--- src/rtl/req_initiator.sv ---
// Requesting side of the single-line req/gnt handshake: request, own for len+1 cycles, release.
// Optional retry-with-backoff after a request timeout is compiled in with REQ_INIT_RETRY_EN.
module req_initiator #(
  parameter int unsigned LEN_W     = 4,
  parameter int unsigned TIMEOUT   = 16,
  parameter int unsigned MAX_RETRY = 3,
  parameter int unsigned BACKOFF   = 4
) (
  input  logic             clk,
  input  logic             rst,
  input  logic             start_valid,
  output logic             start_ready,
  input  logic [LEN_W-1:0] start_len,
  input  logic             gnt,
  output logic             req,
  output logic             owned,
  output logic             done,
  output logic             err_timeout,
  output logic             err_lost
);

  localparam int unsigned WAIT_W = 8;

  typedef enum logic [2:0] {
    S_IDLE,
    S_REQ,
    S_OWN,
    S_REL,
    S_ERR
`ifdef REQ_INIT_RETRY_EN
    ,S_BACKOFF
`endif
  } state_e;

  state_e              state_q, state_d;
  logic [LEN_W-1:0]    len_q, len_d;
  logic [LEN_W-1:0]    own_cnt_q, own_cnt_d;
  logic [WAIT_W-1:0]   wait_cnt_q, wait_cnt_d;
  logic                lost_q, lost_d;
  logic                req_q, req_d;
  logic                owned_q, owned_d;
  logic                done_q, done_d;
  logic                err_timeout_q, err_timeout_d;
  logic                err_lost_q, err_lost_d;

`ifdef REQ_INIT_RETRY_EN
  localparam int unsigned RTY_W = (MAX_RETRY > 0) ? $clog2(MAX_RETRY + 1) : 1;
  localparam int unsigned BO_W  = (BACKOFF > 1) ? $clog2(BACKOFF) : 1;

  logic [RTY_W-1:0] retry_cnt_q, retry_cnt_d;
  logic [BO_W-1:0]  bo_cnt_q, bo_cnt_d;
`else
  logic unused_cfg;
  assign unused_cfg = ^{32'(MAX_RETRY), 32'(BACKOFF)};
`endif

  assign start_ready = (state_q == S_IDLE);
  assign req         = req_q;
  assign owned       = owned_q;
  assign done        = done_q;
  assign err_timeout = err_timeout_q;
  assign err_lost    = err_lost_q;

  // Next-state and registered-output decode
  always_comb begin
    state_d       = state_q;
    len_d         = len_q;
    own_cnt_d     = own_cnt_q;
    wait_cnt_d    = wait_cnt_q;
    lost_d        = lost_q;
    done_d        = 1'b0;
    err_timeout_d = 1'b0;
    err_lost_d    = 1'b0;
`ifdef REQ_INIT_RETRY_EN
    retry_cnt_d   = retry_cnt_q;
    bo_cnt_d      = bo_cnt_q;
`endif

    unique case (state_q)
      S_IDLE: begin
        lost_d = 1'b0;
`ifdef REQ_INIT_RETRY_EN
        retry_cnt_d = '0;
`endif
        if (start_valid) begin
          len_d      = start_len;
          wait_cnt_d = '0;
          state_d    = S_REQ;
        end
      end
      S_REQ: begin
        // A grant in the final wait cycle still wins over the timeout
        if (gnt) begin
          own_cnt_d = len_q;
          state_d   = S_OWN;
        end else if (wait_cnt_q == WAIT_W'(TIMEOUT - 1)) begin
`ifdef REQ_INIT_RETRY_EN
          if (retry_cnt_q < RTY_W'(MAX_RETRY)) begin
            retry_cnt_d = retry_cnt_q + RTY_W'(1);
            bo_cnt_d    = BO_W'(BACKOFF - 1);
            state_d     = S_BACKOFF;
          end else begin
            err_timeout_d = 1'b1;
            state_d       = S_ERR;
          end
`else
          err_timeout_d = 1'b1;
          state_d       = S_ERR;
`endif
        end else if (wait_cnt_q != '1) begin
          wait_cnt_d = wait_cnt_q + WAIT_W'(1);
        end
      end
      S_OWN: begin
        if (!gnt) begin
          err_lost_d = 1'b1;
          lost_d     = 1'b1;
          state_d    = S_REL;
        end else if (own_cnt_q == '0) begin
          state_d = S_REL;
        end else begin
          own_cnt_d = own_cnt_q - LEN_W'(1);
        end
      end
      S_REL: begin
        if (!gnt) begin
          done_d  = ~lost_q;
          state_d = S_IDLE;
        end
      end
      S_ERR: begin
        state_d = S_IDLE;
      end
`ifdef REQ_INIT_RETRY_EN
      S_BACKOFF: begin
        if (bo_cnt_q == '0) begin
          wait_cnt_d = '0;
          state_d    = S_REQ;
        end else begin
          bo_cnt_d = bo_cnt_q - BO_W'(1);
        end
      end
`endif
      default: begin
        state_d = S_IDLE;
      end
    endcase

    req_d   = (state_d == S_REQ) || (state_d == S_OWN);
    owned_d = (state_d == S_OWN);
  end

  // State and output registers
  always_ff @(posedge clk or posedge rst) begin
    if (rst) begin
      state_q       <= S_IDLE;
      len_q         <= '0;
      own_cnt_q     <= '0;
      wait_cnt_q    <= '0;
      lost_q        <= 1'b0;
      req_q         <= 1'b0;
      owned_q       <= 1'b0;
      done_q        <= 1'b0;
      err_timeout_q <= 1'b0;
      err_lost_q    <= 1'b0;
`ifdef REQ_INIT_RETRY_EN
      retry_cnt_q   <= '0;
      bo_cnt_q      <= '0;
`endif
    end else begin
      state_q       <= state_d;
      len_q         <= len_d;
      own_cnt_q     <= own_cnt_d;
      wait_cnt_q    <= wait_cnt_d;
      lost_q        <= lost_d;
      req_q         <= req_d;
      owned_q       <= owned_d;
      done_q        <= done_d;
      err_timeout_q <= err_timeout_d;
      err_lost_q    <= err_lost_d;
`ifdef REQ_INIT_RETRY_EN
      retry_cnt_q   <= retry_cnt_d;
      bo_cnt_q      <= bo_cnt_d;
`endif
    end
  end

endmodule

--- config.mk ---
export PLATFORM = sky130hd
export DESIGN_NAME = req_initiator
export DESIGN_NICKNAME = d
export VERILOG_FILES = /design/src/rtl/req_initiator.sv
export SDC_FILE = /design/constraint.sdc
export NUM_CORES = 1
export LEC_CHECK = 0
export CAP_MARGIN = 20
export CORE_AREA = 2 2 84 46
export DETAILED_ROUTE_END_ITERATION = 12
export DIE_AREA = 0 0 86 48
export PLACE_DENSITY = 0.68
export SLEW_MARGIN = 40
export SYNTH_ARGS = -nofsm -noshare
export SYNTH_HDL_FRONTEND = slang
export SYNTH_SLANG_ARGS = --single-unit
--- constraint.sdc ---
create_clock -name clk -period 2.75 [get_ports clk]
set_clock_uncertainty 0.05 [all_clocks]
set_input_delay 0.6875 -clock clk [delete_from_list [all_inputs] [get_ports clk]]
set_output_delay 0.6875 -clock clk [all_outputs]
set_load 0.1 [all_outputs]
# After elaboration in Yosys (flattened, before gate mapping)
# Cells that the tools add are included.
totals:
  regBits: 25
  elab_cells: 63
  out_inout_bits: 6
op_classes:
  eq_ne: 15
  add_sub_neg: 2
  reduce_logical: 10
  bitwise_logic: 1
  n_mux: 25
op_table:
  columns: ["operator", "n"]
  rows:
  - ["$mux 8", 4]
  - ["$mux 3", 6]
  - ["$ne 2x2->1 const B", 8]
  - ["$pmux 8 s2", 1]
  - ["$mux 4", 3]
  - ["$pmux 3 s4", 1]
  - ["$eq 3x2->1 const B", 3]
  - ["$add 8x1->8 const B", 1]
  - ["$eq 8x4->1 const B", 1]
  - ["$mux 1", 8]
  - ["$ne 8x8->1 const B", 1]
  - ["$pmux 4 s2", 1]
  - ["$eq 3x1->1 const B", 2]
  - ["$reduce_bool 2->1", 3]
  - ["$reduce_and 5->1", 1]
  - ["$logic_not 4->1", 1]
  - ["$reduce_and 2->1", 2]
  - ["$reduce_and 4->1", 1]
  - ["$sub 4x1->4 const B", 1]
  - ["$logic_not 3->1", 1]
  - ["$pmux 1 s2", 1]
  - ["$logic_or 1x1->1", 1]
  - ["$not 1->1", 1]

# Longest topological paths before layout
depth:
  ltp_word: 6
  depth_mapped: 7
  depth_no_buf: 7

# Worst setup path after synthesis
# Ideal clock, no wire load.
synth_timing:
  kind: "reg-to-output"
  from: "register state_q[0]"
  to: "output start_ready"
  path_slack_ns: -0.729
  path_stages_with_launch: 3
  arrival_time_ns: 2.741
  cell_sequence: "dfrtp_1 clkbuf_1 nor3_1"
synth_via:
  elab_chain_cells: 1
synth_rtl:
  columns: ["element", "line_no", "text"]
  rows:
  - ["from (decl)", "35", "state_e state_q, state_d;"]
  - ["from (signal assigned)", "171", "state_q <= state_d;"]
  - ["$logic_not 3->1", "57", "assign start_ready = (state_q == S_IDLE);"]
  - ["to (decl)", "12", "output logic start_ready,"]
# No other way between the ends.

# Worst setup path after layout
# Same ends and word-level chain as after synthesis.

==> results.sh <==
export IMPL_ctsResizeCount=0
export IMPL_relSlewSlack=0.6822
export IMPL_synth_cell_types=35
export IMPL_areaGrowthSynthToFinish_pct=15.81
export IMPL_path_clk_slew_ns=0.09
export IMPL_synth_most_common_cell="dfrtp_1"
export IMPL_io_pins=14
export IMPL_yosysTopAreaCell="dfrtp_1"
export IMPL_first_pass_iters=4
export IMPL_layout_drive_gt1_share=0.1849
export IMPL_clk_latency_ns=0.27
export IMPL_finalCritPeriodShare=0.7982
export IMPL_start_util=0.3883
export IMPL_dp_final_hpwl_mm=2.000
export IMPL_total_leakage_power_nw=0.6456
export IMPL_drcViolationCount=0
export IMPL_clkSinkCount=25
export IMPL_grt_first_pass_wirelength_mm=4.416
export IMPL_core_area_sq_mm=0.003322
export IMPL_port_buffers=13
export IMPL_outcome="complete, no violations"
export IMPL_placement_rows=15
export IMPL_dieWidth_um=86
export IMPL_avgSynthCellArea_sq_um=9.773
export IMPL_path_class="reg2out"
export IMPL_async_flop_share=1.000
export IMPL_final_area_sq_mm=0.001494
export IMPL_dieHeight_um=48
export IMPL_hp_class="reg2reg"
export IMPL_cp_max_fo=15
export IMPL_die_area_sq_mm=0.004128
export IMPL_syn_area_sq_mm=0.001290
export IMPL_clk_path_buf_depth=2
export IMPL_ys_top_cells_by_count="dfrtp_1 (25), nor2_1 (15), nand2_1 (9), o21ai_0 (9)"
export IMPL_place_area_sq_mm=0.001448
export IMPL_antennaDiodeCount=0
export IMPL_drt_iter0_drc=74
export IMPL_cts_root_buffer="clkbuf_8"
export IMPL_seqCellArea_sq_um=625.6
export IMPL_tritoncts="done"
export IMPL_hold_buffers=0
export IMPL_finalNetCount=157
export IMPL_viasPerCell=5.330
export IMPL_drv_slew=0
export IMPL_critPathSlowestCell="dfrtp_1"
export IMPL_overflow=0
export IMPL_yosys_warnings=0
export IMPL_multi_input_comb_area_sq_um=624.3
export IMPL_post_drt_wl_per_cell_um=14.40
export IMPL_syn_nets=142
export IMPL_synth_yosys_seq_area_share=0.4850
export IMPL_fill_cells=301
export IMPL_period_minus_slack_ns=2.195
export IMPL_synth_edf_count=0
export IMPL_syn_instance_count=132
export IMPL_rsz0062_at_grt="false"
export IMPL_slowest_delay_ns=0.56
export IMPL_dr_total_vias=1002
export IMPL_synthTopCellsByArea="dfrtp_1 (48%), mux2_2 (4.4%), nor2_1 (4.4%)"
export IMPL_fmax_mhz=455.5
export IMPL_max_vdd_ir_drop_mv=0.4014
export IMPL_max_slew_worst_pin_slew_ns=0.4768
export IMPL_synth_top_cell_area_share=0.4850
export IMPL_yosys_most_used_dff="dfrtp_1"
export IMPL_cts_made_buffers=3
export IMPL_crit_path_start_kind="register"
export IMPL_setup_viol_count_final=0
export IMPL_antenna_found_initial=0
export IMPL_gp_congestion=0.8653
export IMPL_hold_violations=0
export IMPL_post_cts_buffers=0
export IMPL_path_cells="nor3_2 > buf_4"
export IMPL_grt_use_total=0.1462
export IMPL_worstPathArrival_ns=1.46
export IMPL_end_kind="primary output"
export IMPL_antenna_left=0
export IMPL_tns_ns=0
export IMPL_grt_pass1_vias=921
export IMPL_h_tree_depth=1
export IMPL_synth_seq_cells=25
export IMPL_max_cap_viol_count=0
export IMPL_cp_required_ns=2.01
export IMPL_powerDensity_mw_per_mm2=1066
export IMPL_final_util=0.4497
export IMPL_grt_max_degree=26
export IMPL_routed_wl_mm=2.707
[stage by stage]
step / power, W / hold WS (ns) / cells / setup WS, ns
2_1_floorplan: 0.001209 / 0.3595 / 132 / 0.1378
6_report: 0.001592 / 0.3880 / 188 / 0.5548
3_5_place_dp: 0.001374 / 0.3740 / 184 / 0.3382
3_3_place_gp: 0.001343 / 0.3742 / 184 / 0.3646
5_1_grt: 0.001694 / 0.4159 / 188 / 0.3818
4_1_cts: 0.001598 / 0.3870 / 188 / 0.5671
[report_power, final]
part | leakage, nW | total [W] | switching, W | internal [W]
logic | 0.297 | 0.000743 | 0.000485 | 0.000259
clock network | 0.0255 | 0.000222 | 0.000121 | 0.000102
registers | 0.323 | 0.000627 | 0.000138 | 0.000489
total | 0.646 | 0.00159 | 0.000744 | 0.000849
[registers in the layout, summed over array words and instances (netlist names), 3 cells and up]
signal      cells
len_q           4
own_cnt_q       4
wait_cnt_q      8
state_q         3
[logic make-up after synthesis]
logic type | count (synthesis) | share of synthesized area
xor+xnor | 5 | 0.03395
mux | 6 | 0.05140
simple gates | 63 | 0.2667
buf+inv | 10 | 0.03492
fa+ha+maj | 2 | 0.01940
compound gates | 21 | 0.1086
flops | 25 | 0.4850
[cell usage in the layout, fill, tap and decap left out, types with 2 or more instances in the layout]
cell             synthesis  layout
nor3_2                   1       2
and2b_2                  2       2
dfrtp_1                 25      25
nor3b_1                  5       5
buf_4                    0       7
nand3_1                  5       5
nand2b_1                 5       5
inv_1                    6       6
nor3_1                   6       5
ha_1                     2       2
nor2b_1                  3       3
xnor2_1                  5       5
clkdlybuf4s50_1          0       7
nor2_1                  15      15
nor4_1                   4       4
a21oi_1                  4       4
nand4_1                  2       2
o21ai_0                  9       9
mux2_2                   5       5
clkbuf_8                 0       3
nand2_1                  9       9
[layer usage]
metal  part of all wire  vias up  global-route usage
li1                   -      492                   -
met1               0.51      486              0.2095
met2               0.44       22              0.2124
met5                  0        -                   0
met4             0.0059        0             0.04762
met3              0.051        2             0.04483
[worst paths after layout]
kind                         startpoint           end  slack (ns)  cells after the start
setup / recovery             state_q[0]   start_ready        0.55                      2
hold / removal                   lost_q          done        0.39                      1
setup reg to reg           own_cnt_q[0]  own_cnt_q[1]        0.60                      7
hold reg to reg                  lost_q          done        0.39                      1
max in group asynchronous           rst      len_q[3]        1.69                      3
min in group asynchronous           rst           req        0.71                      3
[final cells by class]
type,count,share of cell area
Sequential cell,25,0.4188
Multi-Input combinational cell,97,0.4179
Timing Repair Buffer,14,0.08208
Tap cell,42,0.03518
Clock buffer,3,0.02764
Inverter,6,0.01508
Clock inverter,1,0.003350
[critical path, delay by kind of cell, from the launching register on]
kind	cells	cell delay (ns)
AND/OR/NAND/NOR	1	0.29
flip-flops	1	0.56
buffers and inverters	1	0.33
Power figures use the tool's default switching activity.
==> variant (config.mk and constraints unchanged) <==
Encoding of `state_e`: now Gray code (3 bits for 5 states).
--- a/src/rtl/req_initiator.sv
+++ b/src/rtl/req_initiator.sv
@@ -22,11 +22,11 @@
   localparam int unsigned WAIT_W = 8;
 
   typedef enum logic [2:0] {
-    S_IDLE,
-    S_REQ,
-    S_OWN,
-    S_REL,
-    S_ERR
+    S_IDLE = 3'b000,
+    S_REQ  = 3'b001,
+    S_OWN  = 3'b011,
+    S_REL  = 3'b010,
+    S_ERR  = 3'b110
 `ifdef REQ_INIT_RETRY_EN
     ,S_BACKOFF
 `endif
Function: same outputs for any inputs over 10 cycles, from zero or initial values and one cycle with rst high; not proved beyond that.
==> variant against the original RTL <==
  * Register-to-register slack gained 0.03 ns
  * Highest routed layer unchanged
  * Critical endpoint unchanged
  * Hold slack improved by 0.0053 ns
  * Setup slack got worse by 0.021 ns
  * Power down 3.7%
  * First-iteration DRC count is 9.5% lower
  * Sequential cell count unchanged
  * Synthesized area decreased by 2.7%
  * Cell area shrank 1.1%
  * Wire length rose by 7.8%
==> variant: results (changes against the original RTL) <==
| Metric | Value |
|---|---|
| RR Endpoint | wait_cnt_q[3] (was own_cnt_q[1]) |
| Hold Path Class | reg -> reg (unchanged) |
| Primary FF master, synth | dfrtp_1 (unchanged) |
| First-pass GRT wire length | 4.34 mm (was 4.42 mm) |
| Largest regs | wait_cnt_q (8), len_q (4), own_cnt_q (4) (unchanged) |
| Final RePlAce weighted congestion | 0.873 (was 0.865) |
| Root Driver | clkbuf_8 (unchanged) |
| Max-slew violations | 0 (unchanged) |
| Peak supply drop | 358 uV (was 401 uV) |
| Layout cells sized above 1 | 0.110 (was 0.185) |
| Area contributors post-synth | dfrtp_1 50%, nand2_1 6.9%, mux2i_1 4.8% (was dfrtp_1 48%, mux2_2 4.4%, nor2_1 4.4%) |
| Cell variety after synth | 36 (was 35) |
| Worst-Margin Slew | 0.644 ns (was 0.477 ns) |
| Post-Route WL | 2.92 mm (was 2.71 mm) |
| Status | completed (unchanged) |
| Detailed Place HPWL | 2.13 mm (was 2.00 mm) |
| Final-stage net count | 156 (was 157) |
| RR Startpoint | wait_cnt_q[0] (was own_cnt_q[0]) |
| Hold Path Origin | lost_q (unchanged) |
| Synth cell count leaders | 25 x dfrtp_1, 23 x nand2_1, 6 x mux2i_1, 6 x nand3_1, 6 x o21ai_0 (was 25 x dfrtp_1, 15 x nor2_1, 9 x nand2_1, 9 x o21ai_0) |
| Hold WS | 0.393 ns (was 0.388 ns) |
| Delay-heaviest family, CP | flip-flops (unchanged) |
| Starting DRC count in detailed routing | 67 (was 74) |
| Critical Path AT | 1.48 ns (was 1.46 ns) |
| R2R cell count | 5 (was 7) |
| Seq/Total Area, Yosys | 0.499 (was 0.485) |
| Max Buffers Root-to-Sink | 2 (unchanged) |
| Synth warn | 0 (unchanged) |
| Fraction of registers with async set/reset | 1.00 (unchanged) |
| Ant diodes | 0 (unchanged) |
| I/O Buffers | 13 (unchanged) |
| Largest net degree at the start of global routing | 26 (unchanged) |
| Hold Path Sink | done (unchanged) |
| Total Routing Usage GR | 0.147 (was 0.146) |
| Total iterations of the first detailed-routing run | 4 (unchanged) |
| CP max FO | 14 (was 15) |
| Initial antenna violation count | 0 (unchanged) |
| Vias in the first global route | 846 (was 921) |
| Post-cts gate resize count | 0 (unchanged) |
| Syn Nets | 141 (was 142) |
| Setup WS pre-CTS | 0.337 ns (was 0.338 ns) |
| Number of H-tree levels | 1 (unchanged) |
| Leak | 0.675 nW (was 0.646 nW) |
| Max incr delay on CP | 0.53 ns (was 0.56 ns) |
| Reg2Reg Setup Slack | 0.63 ns (was 0.60 ns) |
| Worst Hold Depth | 1 (unchanged) |
| Fillers | 299 (was 301) |
| Clk pin slew, worst setup/hold paths | 0.08 ns |
| Clk Latency, worst-skew pair | 0.27 ns (about the same) |
| CTS Buf Count | 3 (unchanged) |
| Vias | 1012 (was 1002) |
| Post-CTS setup buffers | 0 (unchanged) |
==> variant: worst max-delay path by stage <==
| stage | startpoint | to | slack (ns) | cells past startpoint |
|---|---|---|---|---|
| 6_report | state_q[0] | start_ready | 0.53 | 2 |
| 5_1_grt | state_q[0] | start_ready | 0.46 | 2 |
| 4_1_cts | state_q[0] | start_ready | 0.54 | 2 |
| 3_5_place_dp | gnt | wait_cnt_q[6] | 0.34 | 5 |
| 3_3_place_gp | gnt | wait_cnt_q[6] | 0.40 | 5 |
| 2_1_floorplan | state_q[1] | wait_cnt_q[5] | 0.09 | 6 |
==> variant: through the flow <==
stage	std cells	instance area [sq um]	utilization
floorplan	131	1250	-
global placement	183	1430	0.431
detailed placement	183	1430	0.431
CTS	187	1480	0.445
global route	187	1480	0.445
finish	187	1480	0.445
==> variant: where the power goes <==
part | switching (mW) | leakage [nW] | internal [mW]
Combinational | 0.470 | 0.329 | 0.242
Sequential | 0.124 | 0.324 | 0.480
Clock | 0.113 | 0.0228 | 0.104
==> variant: cells by family (layout without fill, tap and decap cells) <==
logic type,count (synthesis),in the layout,synth area share
buffers and inverters,11,25,0.0349
muxes,7,7,0.0568
AOI/OAI and AO/OA,24,24,0.128
DFF,25,25,0.499
and+or+nand+nor,62,62,0.262
adders and majority gates,2,2,0.0199
==> variant: area by class of cell <==
class / count / area [sq um] / share of cell area
clock buffers: 4 / 45.0 / 0.0305
inverters: 5 / 18.8 / 0.0127
multi-input cells: 95 / 586 / 0.396
flip-flops and latches: 25 / 626 / 0.423
well taps: 42 / 52.6 / 0.0356
repair buffers: 16 / 150 / 0.102
==> variant: worst reg2reg max path, cell delays in order (launching register included) <==
cell and delay [ns]:
dfrtp_1 0.42, ha_1 0.27, and3_4 0.22, a311o_1 0.44, or4_1 0.49, a21oi_1 0.15
==> variant: routing by layer <==
metal / vias to the layer above / GRT usage / share of wire
met1: 477 / 0.219 / 0.51
li1: 494 / - / -
met4: 0 / 0.0286 / 0.0024
met2: 38 / 0.202 / 0.40
met5: - / 0 / 0
met3: 3 / 0.0569 / 0.085
